## src/rtl/fwd_types_pkg.sv

```systemverilog
// rtl/fwd_types_pkg.sv - shared types for the forwarding scoreboard
package fwd_types_pkg;

    localparam int REGW = 5;

    typedef logic [REGW-1:0] regbits_t;

    typedef struct packed {
        logic     valid;
        logic     wen;
        logic     is_load;
        regbits_t dest;
    } sb_entry_t;

    // Select code 0 means register file, k+1 means entry k.
    function automatic int fwdsel_width(input int nstages);
        return $clog2(nstages + 1);
    endfunction

endpackage

```

## src/rtl/fwd_scoreboard_match.sv

```systemverilog
// rtl/fwd_scoreboard_match.sv - per-port youngest-producer search over the scoreboard
module fwd_match import fwd_types_pkg::*; #(
    parameter int NSTAGES    = 2,
    parameter int LOAD_READY = 1,
    parameter int DW         = 32,
    parameter int SELW       = fwdsel_width(NSTAGES)
) (
    input  sb_entry_t [NSTAGES-1:0] entries_i,
    input  logic [REGW-1:0]         src_i,
    input  logic [NSTAGES*DW-1:0]   stage_data_i,
    output logic [SELW-1:0]         sel_o,
    output logic                    hazard_o,
    output logic [DW-1:0]           data_o
);

    // Walk oldest to youngest so the youngest match overwrites; a not-ready
    // young load therefore hides any older ready producer of the same register.
    always_comb begin
        sel_o    = '0;
        hazard_o = 1'b0;
        data_o   = '0;
        for (int k = NSTAGES - 1; k >= 0; k--) begin
            if (src_i != '0 && entries_i[k].valid && entries_i[k].wen &&
                entries_i[k].dest == src_i) begin
                if (!entries_i[k].is_load || k >= LOAD_READY) begin
                    sel_o    = SELW'(k + 1);
                    hazard_o = 1'b0;
                    data_o   = stage_data_i[k*DW +: DW];
                end else begin
                    sel_o    = '0;
                    hazard_o = 1'b1;
                    data_o   = '0;
                end
            end
        end
    end

endmodule

```

## src/rtl/fwd_scoreboard.sv

```systemverilog
// rtl/fwd_scoreboard.sv - shift-register scoreboard with forwarding, load-use stall and stall counter
module fwd_scoreboard import fwd_types_pkg::*; #(
    parameter int  NSTAGES     = 2,
    parameter int  NREAD       = 2,
    parameter int  LOAD_READY  = 1,
    parameter int  FLUSH_DEPTH = 1,
    parameter int  DW          = 32,
    localparam int SELW        = fwdsel_width(NSTAGES)
) (
    input  logic                    CLK,
    input  logic                    nRST,
    input  logic                    advance,
    input  logic                    flush,
    input  logic                    issue_valid,
    input  logic                    issue_wen,
    input  logic                    issue_is_load,
    input  logic [REGW-1:0]         issue_dest,
    input  logic [NREAD*REGW-1:0]   issue_src,
    input  logic [NSTAGES*DW-1:0]   stage_data,
    output logic [NREAD*SELW-1:0]   fwd_sel,
    output logic [NREAD*DW-1:0]     fwd_data,
    output logic                    stall,
    output logic [31:0]             stall_cycles
);

    localparam int NFLUSH = (FLUSH_DEPTH < NSTAGES) ? FLUSH_DEPTH : NSTAGES;

    sb_entry_t [NSTAGES-1:0] entries_q, entries_d;
    sb_entry_t               issue_entry;
    logic [NREAD-1:0]        hazard;
    logic [31:0]             stall_cycles_q;
    logic                    count_en;

    for (genvar p = 0; p < NREAD; p++) begin : g_port
        fwd_match #(
            .NSTAGES    (NSTAGES),
            .LOAD_READY (LOAD_READY),
            .DW         (DW),
            .SELW       (SELW)
        ) u_match (
            .entries_i    (entries_q),
            .src_i        (issue_src[REGW*p +: REGW]),
            .stage_data_i (stage_data),
            .sel_o        (fwd_sel[SELW*p +: SELW]),
            .hazard_o     (hazard[p]),
            .data_o       (fwd_data[DW*p +: DW])
        );
    end

    assign stall = issue_valid && (|hazard);

    always_comb begin
        issue_entry = '0;
        if (issue_valid && !stall) begin
            issue_entry.valid   = 1'b1;
            issue_entry.wen     = issue_wen && (issue_dest != '0);
            issue_entry.is_load = issue_is_load;
            issue_entry.dest    = issue_dest;
        end
    end

    // Flush applies after the shift so it squashes the instruction that
    // would otherwise have landed in the youngest slots this edge.
    always_comb begin
        entries_d = entries_q;
        if (advance) begin
            for (int k = NSTAGES - 1; k >= 1; k--) begin
                entries_d[k] = entries_q[k-1];
            end
            entries_d[0] = issue_entry;
        end
        if (flush) begin
            for (int k = 0; k < NFLUSH; k++) begin
                entries_d[k].valid = 1'b0;
            end
        end
    end

    assign count_en = stall && advance && !flush;

    always_ff @(posedge CLK or negedge nRST) begin
        if (!nRST) begin
            entries_q      <= '0;
            stall_cycles_q <= '0;
        end else begin
            entries_q <= entries_d;
            if (count_en && stall_cycles_q != 32'hFFFF_FFFF) begin
                stall_cycles_q <= stall_cycles_q + 32'd1;
            end
        end
    end

    assign stall_cycles = stall_cycles_q;

endmodule

```

## config.mk

```make
export PLATFORM = sky130hd
export DESIGN_NAME = fwd_scoreboard
export DESIGN_NICKNAME = d
export VERILOG_FILES = /design/src/rtl/fwd_types_pkg.sv /design/src/rtl/fwd_scoreboard_match.sv /design/src/rtl/fwd_scoreboard.sv
export SDC_FILE = /design/constraint.sdc
export NUM_CORES = 1
export LEC_CHECK = 0
export BUFFER_PORTS_ARGS = -buffer_cell sky130_fd_sc_hd__buf_4
export CAP_MARGIN = 20
export CORE_UTILIZATION = 45
export CTS_CLUSTER_DIAMETER = 80
export DETAILED_ROUTE_END_ITERATION = 12
export PLACE_DENSITY = 0.81
export SLEW_MARGIN = 20
export SYNTH_ARGS = -nofsm -noshare
export SYNTH_HDL_FRONTEND = slang
export SYNTH_SLANG_ARGS = --single-unit
export TNS_END_PERCENT = 20
```

## constraint.sdc

```tcl
create_clock -name CLK -period 2.75 [get_ports CLK]
set_input_delay 0.275 -clock CLK [delete_from_list [all_inputs] [get_ports CLK]]
set_output_delay 0.275 -clock CLK [all_outputs]
set_load 0.1 [all_outputs]
```

==> flow_summary_export.csv <==
group,metric,value,unit
critical_path,crit_type,"reg2out",
cells_and_area,nets,612,
global_route,grt_pass1_wl,16.1,mm
timing,setup_ws,0.129,ns
pwr,power.density,293,nW/um^2
cts,post_cts_buffers,0,
logic_synthesis,avgSynthCellArea,9.62,sq um
route,drc_errors,0,
logic_synthesis,synth_enable_flop_cells,0,
floorplan,rows,30,
cts,cts.sink_count,47,
logic_synthesis,synth-compound-area-share,20.7,%
pwr,ir_worst_vdd,0.000321,V
run_status,status,"finished, final reports clean",
pwr,finalPower,1.47,mW
logic_synthesis,syn_inst,343,
placement,gp_congestion,0.941,
logic_synthesis,synth_warnings,0,
route,first_iter_violations,127,
timing,finalClockSkew,0.00692,ns
cells_and_area,n_antenna_cell,0,
floorplan,dieArea,7680,sq um
logic_synthesis,yosysSeqAreaShare,35.6,%
route,viasPerCell,5.56,
floorplan,core,6940,sq um
critical_path,critPathCaptureType,"output port",
timing,setup_tns,0,ns
global_route,grt_pass1_vias,3346,
logic_synthesis,synth_cell_types,39,
cts,clkTransAtPathRegs,0.08,ns
pwr,leakagePower,2.50,nW
cells_and_area,stdcell_count,622,
timing,tightest_slew,0.576,ns
timing,slew_headroom,61.6,%
cells_and_area,final_common_cell,"buf_4",
cts,cts_buffers,5,
cells_and_area,mostFrequentLayoutCells,"buf_4 (192), a22o_1 (59), dfrtp_1 (47), nor2b_1 (32), xor2_1 (28)",
min_path,hold_class,"in2reg",
floorplan,chipHeight,87.6,um
floorplan,num_io_pins,187,
route,dr_total_vias,3460,
logic_synthesis,synth_mux_area_share,3.07,%
route,ant_nets,0,
floorplan,dieWidth,87.6,um
run,cap_violations,0,
logic_synthesis,ys_ff_latch,47,
cells_and_area,drive_gt1_share,45.1,%
cells_and_area,syn2layout_area_growth,51.5,%
global_route,grt_use_total,26.7,%
logic_synthesis,synth_nets,430,
global_route,grt-ovfl-total,0,
critical_path,arrival,2.35,ns
critical_path,critPathLaunchType,"flop",
logic_synthesis,synthFlopType,"dfrtp_1",
cts,cts_tree,"done",
timing,finalSetupViolations,0,
route,detail_route.wl_per_cell,16.7,um
critical_path,cp_max_fo,23,
logic_synthesis,synthXorXnorAreaFrac,13.0,%
placement,portBuffers,186,
route,routed_wirelength,10.4,mm
placement,dp.cells,613,
timing,period_share,95.3,%
floorplan,start_util,47.5,%
placement,pre_cts_slack,0.223,ns
global_route,grt_start_max_net_pins,48,
logic_synthesis,syn_area,3300,sq um
logic_synthesis,synth-simple-area-share,23.6,%
cts,cts_root_buffer,"clkbuf_8",
cts,insertion_delay,0.30,ns
logic_synthesis,synthArstFlopShare,100,%
route,dr.pass1.iters,6,
cts,clk_path_buf_depth,2,
logic_synthesis,synth_top_family_by_area,"simple AND/OR/NAND/NOR gates",
timing,fin_crit,2.62,ns
critical_path,critPathRequiredTime,2.48,ns
timing,finalHoldViolations,0,
cts,cts_htree_levels,2,
timing,drv_slew,0,
timing,rsz0062_at_grt,"yes",
placement,dp_hpwl,8.01,mm
timing,fmax,382,MHz
global_route,antenna_found_initial,0,
logic_synthesis,synth_adder_area_share,0.379,%
cells_and_area,final_util,72.0,%
[critical path: stages (launching register included)]
cell and delay [ns]:
dfrtp_1 0.44, xnor2_1 0.22, nand4_1 0.17, nor4_4 0.26, buf_6 0.25, buf_6 0.23
a22o_1 0.18, buf_4 0.29
[flip-flops by register name, summed over array words and instances (netlist names)]
register	cells
stall_cycles	32
entries_q	15
[cells in the mapped netlist (all sizes together) (9+ instances only)]
master | instances | area (sq um)
xor2 | 28 | 245
clkbuf | 12 | 45.0
dfrtp | 47 | 1180
mux2 | 9 | 101
nor3 | 13 | 65.1
nand4 | 10 | 62.6
nor4 | 9 | 87.6
nand2 | 18 | 67.6
nor2b | 34 | 213
nand3 | 12 | 60.1
nor2 | 15 | 56.3
buf | 11 | 58.8
xnor2 | 21 | 184
a22o | 70 | 613
[metrics by stage]
| step | hold WS (ns) | cell area, sq um |
|---|---|---|
| after global placement | 0.316 | 4870 |
| after detailed placement | 0.315 | 4870 |
| after floorplan | -0.0206 | 3320 |
| after CTS | 0.119 | 4990 |
| after global routing | 0.122 | 5000 |
| final | 0.124 | 5000 |
[worst paths after layout]
kind                                   from          endpoint  slack [ns]  cells past startpoint
setup / recovery               entries_q[4]       fwd_data[4]        0.13                      7
hold reg to reg            stall_cycles[31]  stall_cycles[31]        0.50                      1
min in group asynchronous              nRST   stall_cycles[9]        0.52                      2
hold / removal                        flush      entries_q[7]        0.12                      2
max in group asynchronous              nRST     entries_q[10]        1.84                      2
setup reg to reg            stall_cycles[0]  stall_cycles[11]        0.36                      8
[kinds of logic after synthesis]
| family | Yosys count |
|---|---|
| adder cells (fa/ha/maj) | 1 |
| AO/OA/AOI/OAI | 78 |
| buffers and inverters | 27 |
| multiplexers | 9 |
| flip-flops | 47 |
| XOR/XNOR | 49 |
| AND/OR/NAND/NOR | 132 |
[routing by layer]
metal	vias up	global-route usage (%)	wire length (um)
met5	-	0	0
li1	1633	-	-
met4	0	11.9	330
met3	27	5.84	671
met1	1658	30.8	4110
met2	142	47.6	5310
[final cells by class]
cell class / count / area [sq um]
Fill cell: 549 / 1950
Inverter: 4 / 15.0
Sequential cell: 47 / 1180
Multi-Input combinational cell: 269 / 2060
Clock inverter: 1 / 7.51
Tap cell: 96 / 120
Timing Repair Buffer: 198 / 1530
Clock buffer: 7 / 96.3
[what timing repair did]
| action | CTS | global route |
|---|---|---|
| hold buffers | 1 | 0 |
| gates resized for setup | 0 | 3 |
| endpoints found under the setup margin | 0 | 24 |
| endpoints found under the hold margin | 45 | 0 |
[where the power goes]
group | internal (mW) | switching, mW
logic | 0.147 | 0.131
clock network | 0.229 | 0.226
registers | 0.710 | 0.0236
total | 1.09 | 0.380
Power figures use the tool's default switching activity.
